[config.mk]
export PLATFORM = sky130hd
export DESIGN_NAME = prol16_trace_fifo
export DESIGN_NICKNAME = d
export VERILOG_FILES = /design/src/rtl/prol16_mem_pkg.sv /design/src/rtl/prol16_trace_fifo.sv
export SDC_FILE = /design/constraint.sdc
export NUM_CORES = 1
export LEC_CHECK = 0
export ABC_AREA = 0
export ABC_CLOCK_PERIOD_IN_PS = 14000
export BUFFER_PORTS_ARGS = -buffer_cell sky130_fd_sc_hd__buf_2
export CAP_MARGIN = 10
export CELL_PAD_IN_SITES_DETAIL_PLACEMENT = 1
export CELL_PAD_IN_SITES_GLOBAL_PLACEMENT = 1
export CORE_AREA = 2 2 155 157
export DETAILED_ROUTE_END_ITERATION = 12
export DIE_AREA = 0 0 157 159
export PLACE_DENSITY_LB_ADDON = 0.1
export SLEW_MARGIN = 30
export SYNTH_ARGS = -nofsm -noshare
export SYNTH_HDL_FRONTEND = slang
export SYNTH_SLANG_ARGS = --single-unit
[constraint.sdc]
create_clock -name clk -period 14 [get_ports clk]
set_input_delay 1.4 -clock clk [delete_from_list [all_inputs] [get_ports clk]]
set_output_delay 1.4 -clock clk [all_outputs]
set_load 0.01 [all_outputs]
[src/rtl/prol16_mem_pkg.sv]
// Shared types and strobe decoding for the PROL16 memory bus responder.
package prol16_mem_pkg;

    // Native PROL16 data width; the model itself is parametrised on top of this.
    localparam int GDATA_WIDTH = 16;

    typedef struct packed {
        logic [GDATA_WIDTH-1:0] addr;
        logic [GDATA_WIDTH-1:0] data;
    } trace_entry_t;

    typedef enum logic [1:0] {
        ACC_IDLE     = 2'd0,
        ACC_READ     = 2'd1,
        ACC_WRITE    = 2'd2,
        ACC_CONFLICT = 2'd3
    } access_kind_t;

    // Classify one sample of the active-low bus strobes.
    function automatic access_kind_t decode_strobes(input logic ce_n,
                                                    input logic oe_n,
                                                    input logic we_n);
        access_kind_t kind;
        kind = ACC_IDLE;
        if (ce_n == 1'b1) begin
            kind = ACC_IDLE;
        end else begin
            case ({oe_n, we_n})
                2'b01:   kind = ACC_READ;
                2'b10:   kind = ACC_WRITE;
                2'b00:   kind = ACC_CONFLICT;
                default: kind = ACC_IDLE;
            endcase
        end
        return kind;
    endfunction

endpackage

[src/rtl/prol16_trace_fifo.sv]
// Synchronous write-trace FIFO; when full, a simultaneous push and pop both succeed.
module prol16_trace_fifo
    import prol16_mem_pkg::*;
#(
    parameter int  DEPTH   = 8,
    parameter type entry_t = trace_entry_t
) (
    input  logic   clk,
    input  logic   rst,
    input  logic   push,
    input  entry_t push_entry,
    input  logic   pop,
    output entry_t head,
    output logic   valid,
    output logic   full
);

    localparam int              PW         = $clog2(DEPTH);
    localparam logic [PW:0]     FULL_COUNT = (PW+1)'(DEPTH);
    localparam logic [PW:0]     CNT_ZERO   = (PW+1)'(0);
    localparam logic [PW:0]     CNT_ONE    = (PW+1)'(1);
    localparam logic [PW-1:0]   PTR_ZERO   = PW'(0);
    localparam logic [PW-1:0]   PTR_ONE    = PW'(1);

    entry_t          store_r [DEPTH];
    logic [PW-1:0]   rd_ptr_r;
    logic [PW-1:0]   wr_ptr_r;
    logic [PW:0]     count_r;
    logic            pop_s;
    logic            push_s;

    assign full  = (count_r == FULL_COUNT);
    assign valid = (count_r != CNT_ZERO);
    assign head  = store_r[rd_ptr_r];

    // Qualify requests: a pop frees a slot, so a full FIFO still accepts a push alongside it.
    always_comb begin
        pop_s  = pop & valid;
        push_s = push & (~full | pop_s);
    end

    // Pointer and occupancy bookkeeping.
    always_ff @(posedge clk) begin
        if (rst) begin
            rd_ptr_r <= PTR_ZERO;
            wr_ptr_r <= PTR_ZERO;
            count_r  <= CNT_ZERO;
        end else begin
            if (push_s) begin
                wr_ptr_r <= wr_ptr_r + PTR_ONE;
            end
            if (pop_s) begin
                rd_ptr_r <= rd_ptr_r + PTR_ONE;
            end
            case ({push_s, pop_s})
                2'b10:   count_r <= count_r + CNT_ONE;
                2'b01:   count_r <= count_r - CNT_ONE;
                default: count_r <= count_r;
            endcase
        end
    end

    // Entry storage; contents need no reset because occupancy gates visibility.
    always_ff @(posedge clk) begin
        if (push_s && !rst) begin
            store_r[wr_ptr_r] <= push_entry;
        end
    end

endmodule

## Yosys cells after proc, flatten, opt, wreduce, memory -nomap -nowiden

Memories as Yosys holds them, arrays and structs flattened. A register that Yosys moved wholly into a read port is not among the register bits.
Index checks and enable logic that the tools add are counted.
Widths: inputs -> output; s select.

| word-level totals | value |
|---|---|
| output and inout port bits | 34 |
| word-level logic and storage cells | 24 |
| memories kept | 1 |
| bits in writable memories | 256 |
| input port bits | 36 |
| flip-flop bits (word level) | 10 |

Memory list:

| memory | depth | width | rd ports | clocked after Yosys merged registers in | wr ports | RTL line | text |
|---|---|---|---|---|---|---|---|
| store_r | 8 | 32 | 1 | 1 | 1 | prol16_trace_fifo.sv:25 | `entry_t store_r [DEPTH];` |

| operators by class | value |
|---|---|
| $add $sub $neg | 4 |
| bitwise gates (word level) | 4 |
| equality and inequality tests | 3 |
| reduce and logical (&&, ||, !) cells | 4 |
| mux-type cells | 5 |

Operators by type and width:

| cell | number |
|---|---|
| $pmux 4 s2 | 1 |
| $add 3x1->3 const B | 2 |
| $mux 3 | 2 |
| $add 4x1->4 const B | 1 |
| $eq 4x4->1 const B | 1 |
| $reduce_bool 4->1 | 1 |
| $sub 4x1->4 const B | 1 |
| $and 1x1->1 | 2 |
| $eq 2x1->1 const B | 1 |
| $eq 2x2->1 const B | 1 |
| $mux 1 | 2 |
| $reduce_bool 2->1 | 1 |
| $logic_and 1x1->1 | 1 |
| $logic_not 1->1 | 1 |
| $not 1->1 | 1 |
| $or 1x1->1 | 1 |

## Depth between registers and ports, before layout

Gate-level depths: netlist of the first run.

| logic depth | value |
|---|---|
| depth after elaboration | 7 |
| mapped depth | 9 |
| mapped depth without buffers | 9 |

## Worst setup path after synthesis of the first run

Ideal clock, no wire load.

| timing | value |
|---|---|
| path kind | input port to flip-flop |
| from | input port push |
| to | memory store_r[0][0] (netlist name), enable pin |
| path slack | 8,346 ps |
| setup time | 501 ps |
| arrival time | 5,153 ps |
| cell stages on the path | 4 |
| data required time | 13,499 ps |
| path buffers | 1 |
| path through | clkbuf_1 o21ai_1 or2_1 nor4_1 |

| on the way | value |
|---|---|
| cells in the longest elaborated chain, start to end | 4 |

Ends and longest elaborated chain:

| item | RTL line | text |
|---|---|---|
| start, declared | prol16_trace_fifo.sv:10 | `input logic push,` |
| $and 1x1->1 | prol16_trace_fifo.sv:39 | `push_s = push & (~full \| pop_s);` |
| $logic_and 1x1->1 | prol16_trace_fifo.sv:65 | `if (push_s && !rst) begin` |
| $mux 1 | prol16_trace_fifo.sv:65 |  |
| $mux 1 (not written as such) | prol16_trace_fifo.sv:66 | `store_r[wr_ptr_r] <= push_entry;` |
| end, declared | prol16_trace_fifo.sv:25 |  |

No other way between the ends.

==> results.toml, run 1 <==
[route]
wl_per_cell_um = 23.6
drt_pre_antenna_iters = 5
antenna_violating_nets_post_route = 0
vias_per_cell = 5.40
drt_drc_violations_left = 0
routed_wirelength_um = 21000
detail_route.iter0.violations = 359
total_vias_in_the_final_route = 4805

[hold_path]
hp-class = "reg -> reg"

[logic_synthesis]
synth_top_area_share_pct = 74.3
dominant_cell_type_by_area_after_synthesis = "edfxtp_1"
syn_avg_cell_area_um2 = 22.8
ys.warnings.count = 0
synthFlopType = "edfxtp_1"
postSynthNetCount = 494
synth_edf_count = 256
synth.cell_area_um2 = 10300
ys_ff_latch = 269
syn_inst = 453
synth-seq-area-share_pct = 76.8
synth_cell_type_count = 36
async_reset_ff_share_pct = 0
synth.top_cells.by_area = "edfxtp_1, mux4_2, mux2_2, dfxtp_1, buf_6"

[sta]
final_min_period_over_clock_period_pct = 30.0
final-setup-viol-count = 0
period_minus_slack_ns = 4.20
hold_viol_final = 0
tightest_slew_ns = 0.782
fmaxAchievable_mhz = 238
max_slew_margin_pct = 47.8
finClkSkew_ns = 0.0136
grt_setup_unrepaired = "no"
postLayoutSetupSlackWorst_ns = 9.80
fin_setup_tns_ns = 0
slew_violations = 0

[clock_network]
clk_root_buffer_cell = "clkbuf_16"
cts_max_level = 1
cts-buffers-inserted = 29
postCtsSetupRepairBufs = 0
cts.hold.buffers_added = 0
cts_tree = "built"
worstSkewPairLatency_ns = 0.54
cts_num_sinks = 269
worst_setup_hold_path_clk_slew_ns = 0.06
postCtsResizedCells = 0
cts_max_path_buffers = 3

[final_layout]
num_antenna_cells = 0
post_route_cells_drive_above_1_share_pct = 41.3
syn2layout_area_growth_pct = 18.4
final_cells = 890
fin_nets = 589

[power_and_ir_drop]
power.share.clock_pct = 39.0
finalPower_mw = 2.21
share_seq_of_total_power_pct = 42.6
swShare_pct = 23.7
power.leakage_nw = 3.95
total_switching_power_mw = 0.524
irDropWorstVdd_uv = 85.1
power_frac_comb_pct = 18.5
p_per_area_nw_per_um2 = 181
cell_internal_power_mw = 1.69

[floorplan]
fp.coreArea_um2 = 23200
floorplan.io_pins = 70
chip_width_um = 157
dieArea_um2 = 25000
total_number_of_placement_rows = 56
fp.dieH_um = 159
start_util_pct = 44.6

[global_route]
first_global_vias = 5392
grt_start_max_net_pins = 53
globalRouteOverflowTotal = 0
grt_util_all_layers_pct = 17.3
antenna_found_initial = 1
grt_first_pass_wirelength_um = 32500

[placed_design]
placedCellCount = 836
post_placement_worst_setup_slack_ns = 10.27
half_perimeter_wire_length_of_the_detailed_placement_result_um = 11900
placement.io_buffers = 69
place_congestion = 0.693

[worst_setup_path]
worst-setup-path-type = "reg -> out"
rr_startpoint = "count_r[0]"
cpMaxStageDelayCell = "buf_6"
crit_chain = "buf_6, mux4_2, mux2_2, buf_2"
reg2reg_slack_ns = 11.45
worstPathRequired_ns = 12.60
setup.worst_path.start_class = "flip-flop"
endpoint = "head[7]"
timing.rr.end = "store_r[6][11]"
critical_path.max_stage_delay_ns = 0.64
critical_path_peak_fanout = 52
cp_data_arrival_time_ns = 2.80
reg2reg_depth = 5
end_kind = "primary output"

[status]
outcome = "finished, final reports clean"

[run]
cap_viol_max_count = 0
## layer usage
layer  up-vias  GRT usage, %  wire length, um
met1      2580          24.4             9380
met2        98          28.7            10500
met5         -             0               13
met4         2          3.79              272
li1       2104             -                -
met3        21          2.97              800
## Yosys cell counts, types with 2 or more instances
cell / instances
clkbuf_1: 11
nor2_1: 15
nand3b_1: 2
a21oi_1: 3
xor2_1: 3
xnor2_1: 3
inv_1: 3
and2_1: 2
mux2i_1: 3
mux2_2: 32
o211ai_1: 3
ha_1: 4
mux4_2: 64
nand2_1: 2
buf_6: 7
nand3_1: 2
nand2b_1: 4
edfxtp_1: 256
nor3_1: 3
nor4_1: 2
or2_1: 2
dfxtp_1: 13
## critical path: cells and delay by family, from the launching register on
kind,cells,cell delay (ns)
buffers and inverters,2,0.79
flip-flops,1,0.52
multiplexers,2,0.92
## power groups by stage
stage | logic [mW] | clock network, mW | registers (mW)
after floorplan | 0.334 | 0 | 0.934
after global placement | 0.395 | 0 | 0.969
after detailed placement | 0.418 | 0 | 0.961
after CTS | 0.419 | 0.883 | 0.944
after global routing | 0.446 | 0.914 | 0.948
final | 0.409 | 0.862 | 0.942
## registers in the layout (all words and copies together), names as in the netlist, named ones only
| name | count |
|---|---|
| rd_ptr_r | 3 |
| store_r | 256 |
| wr_ptr_r | 3 |
| count_r | 4 |
## logic make-up after synthesis
logic type               count (synthesis)  share of synthesized area, %
buffers and inverters                   23                          1.35
adder cells (fa/ha/maj)                  5                         0.677
XOR/XNOR                                 6                         0.508
multiplexers                            99                          17.7
flip-flops                             269                          76.8
AND/OR/NAND/NOR                         36                          1.77
AO/OA/AOI/OAI                           15                          1.15
## per-stage QoR
stage | utilization [%] | hold WS (ns) | area (um2)
after global placement | 48.0 | 0.479 | 11100
after floorplan | - | 0.462 | 10300
after CTS | 52.8 | 0.518 | 12300
after global routing | 52.8 | 0.536 | 12300
after detailed placement | 48.1 | 0.506 | 11200
final | 52.8 | 0.512 | 12300
## cells in the final DEF, fill, tap and decap left out, types with 4 or more instances in the layout
master and count:
clkbuf_1 4, buf_4 13, nor2_4 4, mux4_2 64, edfxtp_1 256, dfxtp_1 10, nor2_1 11, ha_1 4
clkinv_1 7, buf_2 69, mux2_2 32, bufinv_16 10, clkbuf_16 29, nand2b_1 4
## area by class of cell
type	instances	area, um2
multi-input cells	161	2310
clock buffers	33	741
clock inverters	21	353
fillers	2020	10900
inverters	3	11.3
well taps	319	399
flip-flops and latches	269	7960
repair buffers	84	482
## worst min-delay path by stage
| stage | cells after the start | start | slack [ns] | endpoint |
|---|---|---|---|---|
| 6_report | 2 | wr_ptr_r[0] | 0.51 | wr_ptr_r[0] |
| 5_1_grt | 2 | wr_ptr_r[0] | 0.54 | wr_ptr_r[0] |
| 4_1_cts | 2 | wr_ptr_r[0] | 0.52 | wr_ptr_r[0] |
| 3_5_place_dp | 2 | wr_ptr_r[0] | 0.51 | wr_ptr_r[0] |
| 3_3_place_gp | 2 | wr_ptr_r[0] | 0.48 | wr_ptr_r[0] |
| 2_1_floorplan | 2 | wr_ptr_r[0] | 0.46 | wr_ptr_r[0] |
Power figures use the tool's default switching activity.
==> run 2, diff against run 1 <==
--- a/config.mk
+++ b/config.mk
@@ -6,7 +6,7 @@
 export NUM_CORES = 1
 export LEC_CHECK = 0
 export ABC_AREA = 0
-export ABC_CLOCK_PERIOD_IN_PS = 14000
+export ABC_CLOCK_PERIOD_IN_PS = 4160
 export BUFFER_PORTS_ARGS = -buffer_cell sky130_fd_sc_hd__buf_2
 export CAP_MARGIN = 10
 export CELL_PAD_IN_SITES_DETAIL_PLACEMENT = 1
==> constraint.sdc (replaced) <==
create_clock -name clk -period 4.16 [get_ports clk]
set_input_delay 0.416 -clock clk [delete_from_list [all_inputs] [get_ports clk]]
set_output_delay 0.416 -clock clk [all_outputs]
set_load 0.01 [all_outputs]
==> run 2 against run 1 <==
Against the previous run: clock skew decreased by 0.0020 ns; cell area decreased by 1.5%; wire length decreased by 2.7%; global-route usage decreased by 0.50 points; combinational power increased to 3.2 times the previous value; total power increased to 3.2 times the previous value; register-to-register slack got worse by 9.8 ns; count of clock-buffer cells in the layout increased by 9; setup slack got worse by 8.8 ns; critical path type unchanged; sequential share of layout area increased by 1.0 points.
==> results.toml, run 2 (synthesized netlist as in run 1, its figures left out) <==
[worst_setup_path]
end_kind = "primary output"
worst-setup-path-type = "reg -> out"
reg2reg_depth = 5
critical_path_peak_fanout = 36
worstPathRequired_ns = 3.74
cp_data_arrival_time_ns = 2.76
setup.worst_path.start_class = "flip-flop"

[power_and_ir_drop]
finalPower_mw = 6.99
share_seq_of_total_power_pct = 46.3
total_switching_power_mw = 1.72
p_per_area_nw_per_um2 = 579
power.leakage_nw = 3.85
cell_internal_power_mw = 5.27
power.share.clock_pct = 35.0
irDropWorstVdd_uv = 340
swShare_pct = 24.6
power_frac_comb_pct = 18.7

[floorplan]
total_number_of_placement_rows = 56
floorplan.io_pins = 70
fp.coreArea_um2 = 23200
dieArea_um2 = 25000
start_util_pct = 44.6
fp.dieH_um = 159
chip_width_um = 157

[placed_design]
place_congestion = 0.686
placedCellCount = 832
half_perimeter_wire_length_of_the_detailed_placement_result_um = 11200
placement.io_buffers = 69
post_placement_worst_setup_slack_ns = 1.44
dpl_cell_area_um2 = 11200

[clock_network]
cts_tree = "built"
clk_root_buffer_cell = "clkbuf_16"
postCtsResizedCells = 0
cts_num_sinks = 269
cts_max_level = 1
worstSkewPairLatency_ns = 0.53
cts.hold.buffers_added = 0
cts-buffers-inserted = 28
cts_max_path_buffers = 3
postCtsSetupRepairBufs = 0
worst_setup_hold_path_clk_slew_ns = 0.05

[run]
cap_viol_max_count = 0

[sta]
max_slew_margin_pct = 46.1
slew_violations = 0
fin_setup_tns_ns = 0
period_minus_slack_ns = 3.18
final-setup-viol-count = 0
fmaxAchievable_mhz = 315
hold_viol_final = 0
finClkSkew_ns = 0.0115
tightest_slew_ns = 0.805
postLayoutSetupSlackWorst_ns = 0.984
final_min_period_over_clock_period_pct = 76.3
holdWs_ns = 0.157
grt_setup_unrepaired = "no"

[final_layout]
layout.area.seq_um2 = 7960
registers.top_by_ff_count = "store_r"
fin_nets = 584
final_core_util_pct = 52.0
syn2layout_area_growth_pct = 16.7
fill_cells = 2054
layout.cells.most_common = "edfxtp_1"
biggestRegsByFlops = "store_r x256, count_r x4"
final_design_area_no_fill_um2 = 12100
final_cells = 885
area_of_the_multi_input_gates_um2 = 2330
layout.cells.most_common_list = "edfxtp_1, buf_2, mux4_2"
largest_reg_flops = 256
post_route_cells_drive_above_1_share_pct = 40.4

[route]
detail_route.iter0.violations = 225
drt_drc_violations_left = 0
routed_wirelength_um = 20400
vias_per_cell = 5.34
total_vias_in_the_final_route = 4723
wl_per_cell_um = 23.1
antenna_violating_nets_post_route = 0
drt_pre_antenna_iters = 4

[global_route]
first_global_vias = 5247
grt_util_all_layers_pct = 16.8
globalRouteOverflowTotal = 0
grt_first_pass_wirelength_um = 31500
antenna_found_initial = 2
grt_start_max_net_pins = 39

[hold_path]
hold-path-cell-count = 1
hp-class = "in -> reg"

[status]
outcome = "finished, final reports clean"
==> run 2: cell types whose count changed in the layout (fill, tap and decap cells not counted), moves of 2 or more <==
cell,delta
buf_4,-4
bufinv_16,-8
clkbuf_1,+5
clkbuf_8,+4
clkinv_1,-3
clkinv_2,+2
nor4_2,-2
nor4_4,+2
==> run 2: layout make-up <==
cell class                      count  area share, %
Inverter                            3         0.0933
Tap cell                          319           3.31
Timing Repair Buffer               80           3.82
Multi-Input combinational cell    161           19.3
Sequential cell                   269           66.0
Clock buffer                       42           6.75
Antenna cell                        1         0.0207
Clock inverter                     10          0.788
==> run 2: power groups by stage <==
stage / registers (mW) / logic (mW) / clock network [mW]
final: 3.24 / 1.31 / 2.44
after global routing: 3.27 / 1.42 / 2.59
after CTS: 3.26 / 1.34 / 2.50
after global placement: 3.34 / 1.26 / 0
after floorplan: 3.14 / 1.13 / 0
after detailed placement: 3.31 / 1.33 / 0
==> run 2: critical path, stage by stage, from the launching register on <==
cell     delay [ns]
dfxtp_4        0.87
buf_12         0.34
mux4_2         0.55
mux2_2         0.30
buf_2          0.15
==> run 2: per-layer routing <==
metal	track usage [%]	share of wire, %
met1	22.5	43
met2	29.0	51
met3	2.75	4.0
met4	4.13	1.6
met5	0	0.064
==> run 2: path summary, 6_finish.rpt <==
check / start / to / slack, ns
setup / recovery: flip-flop / head[2] / 0.98
hold / removal: push_entry[8] / store_r[5][8] / 0.16
setup reg to reg: count_r[0] / store_r[2][4] / 1.63
hold reg to reg: wr_ptr_r[0] / wr_ptr_r[0] / 0.51
==> run 3, diff against run 2 <==
--- a/config.mk
+++ b/config.mk
@@ -5,15 +5,15 @@
 export SDC_FILE = /design/constraint.sdc
 export NUM_CORES = 1
 export LEC_CHECK = 0
-export ABC_AREA = 0
-export ABC_CLOCK_PERIOD_IN_PS = 4160
+export ABC_AREA = 1
+export ABC_CLOCK_PERIOD_IN_PS = 2900
 export BUFFER_PORTS_ARGS = -buffer_cell sky130_fd_sc_hd__buf_2
 export CAP_MARGIN = 10
 export CELL_PAD_IN_SITES_DETAIL_PLACEMENT = 1
 export CELL_PAD_IN_SITES_GLOBAL_PLACEMENT = 1
-export CORE_AREA = 2 2 155 157
+export CORE_AREA = 2 2 157 159
 export DETAILED_ROUTE_END_ITERATION = 12
-export DIE_AREA = 0 0 157 159
+export DIE_AREA = 0 0 159 161
 export PLACE_DENSITY_LB_ADDON = 0.1
 export SLEW_MARGIN = 30
 export SYNTH_ARGS = -nofsm -noshare
==> constraint.sdc (replaced) <==
create_clock -name clk -period 2.9 [get_ports clk]
set_input_delay 0.29 -clock clk [delete_from_list [all_inputs] [get_ports clk]]
set_output_delay 0.29 -clock clk [all_outputs]
set_load 0.01 [all_outputs]
==> run 3 against run 2 <==
Against the previous run: synthesized cell count increased by 64%; non-clock buffer count is 13 higher; clock skew rose by 0.0031 ns; cell area increased by 1.5%; critical endpoint is now head[27]; clock power up 39%; via count increased by 32%.
==> results.toml, run 3 <==
[hold_path]
hp-class = "in -> reg"

[route]
total_vias_in_the_final_route = 6212
drt_drc_violations_left = 0
wl_per_cell_um = 20.0
vias_per_cell = 5.29
antenna_violating_nets_post_route = 0
drt_pre_antenna_iters = 4
detail_route.iter0.violations = 328
routed_wirelength_um = 23500

[floorplan]
floorplan.io_pins = 70
fp.coreArea_um2 = 24000
start_util_pct = 44.0
total_number_of_placement_rows = 57
dieArea_um2 = 25600
fp.dieH_um = 161
chip_width_um = 159

[sta]
postLayoutSetupSlackWorst_ns = 0.356
period_minus_slack_ns = 2.54
final_min_period_over_clock_period_pct = 87.7
slew_violations = 0
fmaxAchievable_mhz = 393
hold_viol_final = 0
tightest_slew_ns = 0.594
final-setup-viol-count = 0
finClkSkew_ns = 0.0146
grt_setup_unrepaired = "no"
max_slew_margin_pct = 60.4

[placed_design]
place_congestion = 0.772
post_placement_worst_setup_slack_ns = 0.707
placement.io_buffers = 69
half_perimeter_wire_length_of_the_detailed_placement_result_um = 13700
placedCellCount = 1120

[clock_network]
cts-buffers-inserted = 29
worstSkewPairLatency_ns = 0.53
cts_tree = "built"
clk_root_buffer_cell = "clkbuf_16"
postCtsResizedCells = 0
worst_setup_hold_path_clk_slew_ns = 0.06
cts_max_path_buffers = 3
cts_max_level = 1
cts_num_sinks = 269

[logic_synthesis]
synth_adder_area_share_pct = 0.664
synth_top_area_share_pct = 72.9
synth_edf_count = 256
synth_cell_type_count = 26
synth-xor-area-share_pct = 0.166
synth.area.mux_share_pct = 6.07
syn_avg_cell_area_um2 = 14.2
postSynthNetCount = 786
syn_inst = 745
cell_with_the_most_instances_after_synthesis = "edfxtp_1"
compound_cell_area_share_of_the_yosys_netlist_pct = 7.50
synth.top_cells.by_area = "edfxtp_1, mux2i_1, nand2_1, o22ai_1, o21ai_0"
dominant_combinational_cell_family_by_area_after_synthesis = "simple AND/OR/NAND/NOR gates"
synthFlopType = "edfxtp_1"
async_reset_ff_share_pct = 0
synth-seq-area-share_pct = 75.3
synth.cell_area_um2 = 10500
ys.warnings.count = 0
post_synth_and_or_nand_nor_area_fraction_pct = 7.56
netlist_top_cells_count = "edfxtp_1, nand2_1, nor2_1"
dominant_cell_type_by_area_after_synthesis = "edfxtp_1"
ys_ff_latch = 269

[final_layout]
fill_cells = 2420
registers.top_by_ff_count = "store_r"
layout.area.seq_um2 = 7960
layout.cells.most_common_list = "edfxtp_1, nand2_1, nor2_1"
syn2layout_area_growth_pct = 16.1
layout.cells.most_common = "edfxtp_1"
fin_nets = 869
biggestRegsByFlops = "store_r x256, count_r x4"
largest_reg_flops = 256
final_core_util_pct = 51.1
final_cells = 1175
post_route_cells_drive_above_1_share_pct = 16.8
area_of_the_multi_input_gates_um2 = 2370

[global_route]
antenna_found_initial = 1
first_global_vias = 6732
grt_first_pass_wirelength_um = 37200
grt_util_all_layers_pct = 18.4
globalRouteOverflowTotal = 0
grt_start_max_net_pins = 58

[worst_setup_path]
end_kind = "primary output"
critical_path_peak_fanout = 41
cp_data_arrival_time_ns = 2.25
cpMaxStageDelayCell = "dfxtp_4"
reg2reg_slack_ns = 0.71
cp_num_buf_inv = 2
critical_path.max_stage_delay_ns = 0.60
worst-setup-path-type = "reg -> out"
crit_chain = "buf_4, o21ai_0, o22ai_1, nand2_1, nand2_1, buf_2"
worstPathRequired_ns = 2.61
critPathMostFrequentCell = "nand2_1"
cpLargestDelayFamily = "flip-flops"
setup.worst_path.start_class = "flip-flop"

[power_and_ir_drop]
finalPower_mw = 10.3
power.leakage_nw = 4.23
irDropWorstVdd_uv = 427
p_per_area_nw_per_um2 = 842

[run]
cap_viol_max_count = 0

[status]
outcome = "finished, final reports clean"
==> run 3: logic make-up after synthesis <==
| kind of cell | count (synthesis) |
|---|---|
| muxes | 64 |
| xor gates and xnor gates | 2 |
| buffers and inverters | 57 |
| DFF | 269 |
| and+or+nand+nor | 206 |
| adders and majority gates | 5 |
| AOI/OAI and AO/OA | 142 |
==> run 3: final timing paths <==
kind / depth (start not counted) / endpoint / startpoint
setup / recovery: 6 / head[27] / flip-flop
hold / removal: 1 / store_r[4][17] / push_entry[17]
hold reg to reg: 2 / rd_ptr_r[2] / rd_ptr_r[2]
setup reg to reg: 7 / store_r[5][16] / count_r[2]
==> run 3: final cells by class <==
class	count	area share, %
tap	324	3.31
antenna	1	0.0204
sequential	269	65.0
multi-input combinational	419	19.3
clock buffer	41	6.54
inverter	16	0.490
timing repair buffer	93	4.72
clock inverter	12	0.644
==> run 3: per-stage QoR <==
stage | TNS (ns) | hold WS, ns | cell area, um2
2_1_floorplan | -68.37 | 0.359 | 10500
3_3_place_gp | 0 | 0.460 | 11400
3_5_place_dp | 0 | 0.461 | 11400
4_1_cts | 0 | 0.0153 | 12200
5_1_grt | 0 | 0.0319 | 12200
6_report | 0 | 0.0369 | 12200
==> run 3: repair_timing <==
item,CTS,global route
buffers inserted,0,0
endpoints found under the hold margin,2,0
hold buffers,1,0
==> run 3: power by group <==
part           total [mW]  switching (mW)  internal [mW]
clock network        3.40            1.40           1.99
logic                2.35            1.47          0.881
registers            4.57           0.172           4.39
==> run 3: routing by layer <==
| layer | vias to the layer above | global-route usage [%] | wire length [um] |
|---|---|---|---|
| li1 | 2941 | - | - |
| met1 | 3141 | 23.6 | 10300 |
| met2 | 106 | 33.3 | 12000 |
| met3 | 24 | 2.62 | 940 |
| met4 | 0 | 4.09 | 299 |
| met5 | - | 0 | 0 |
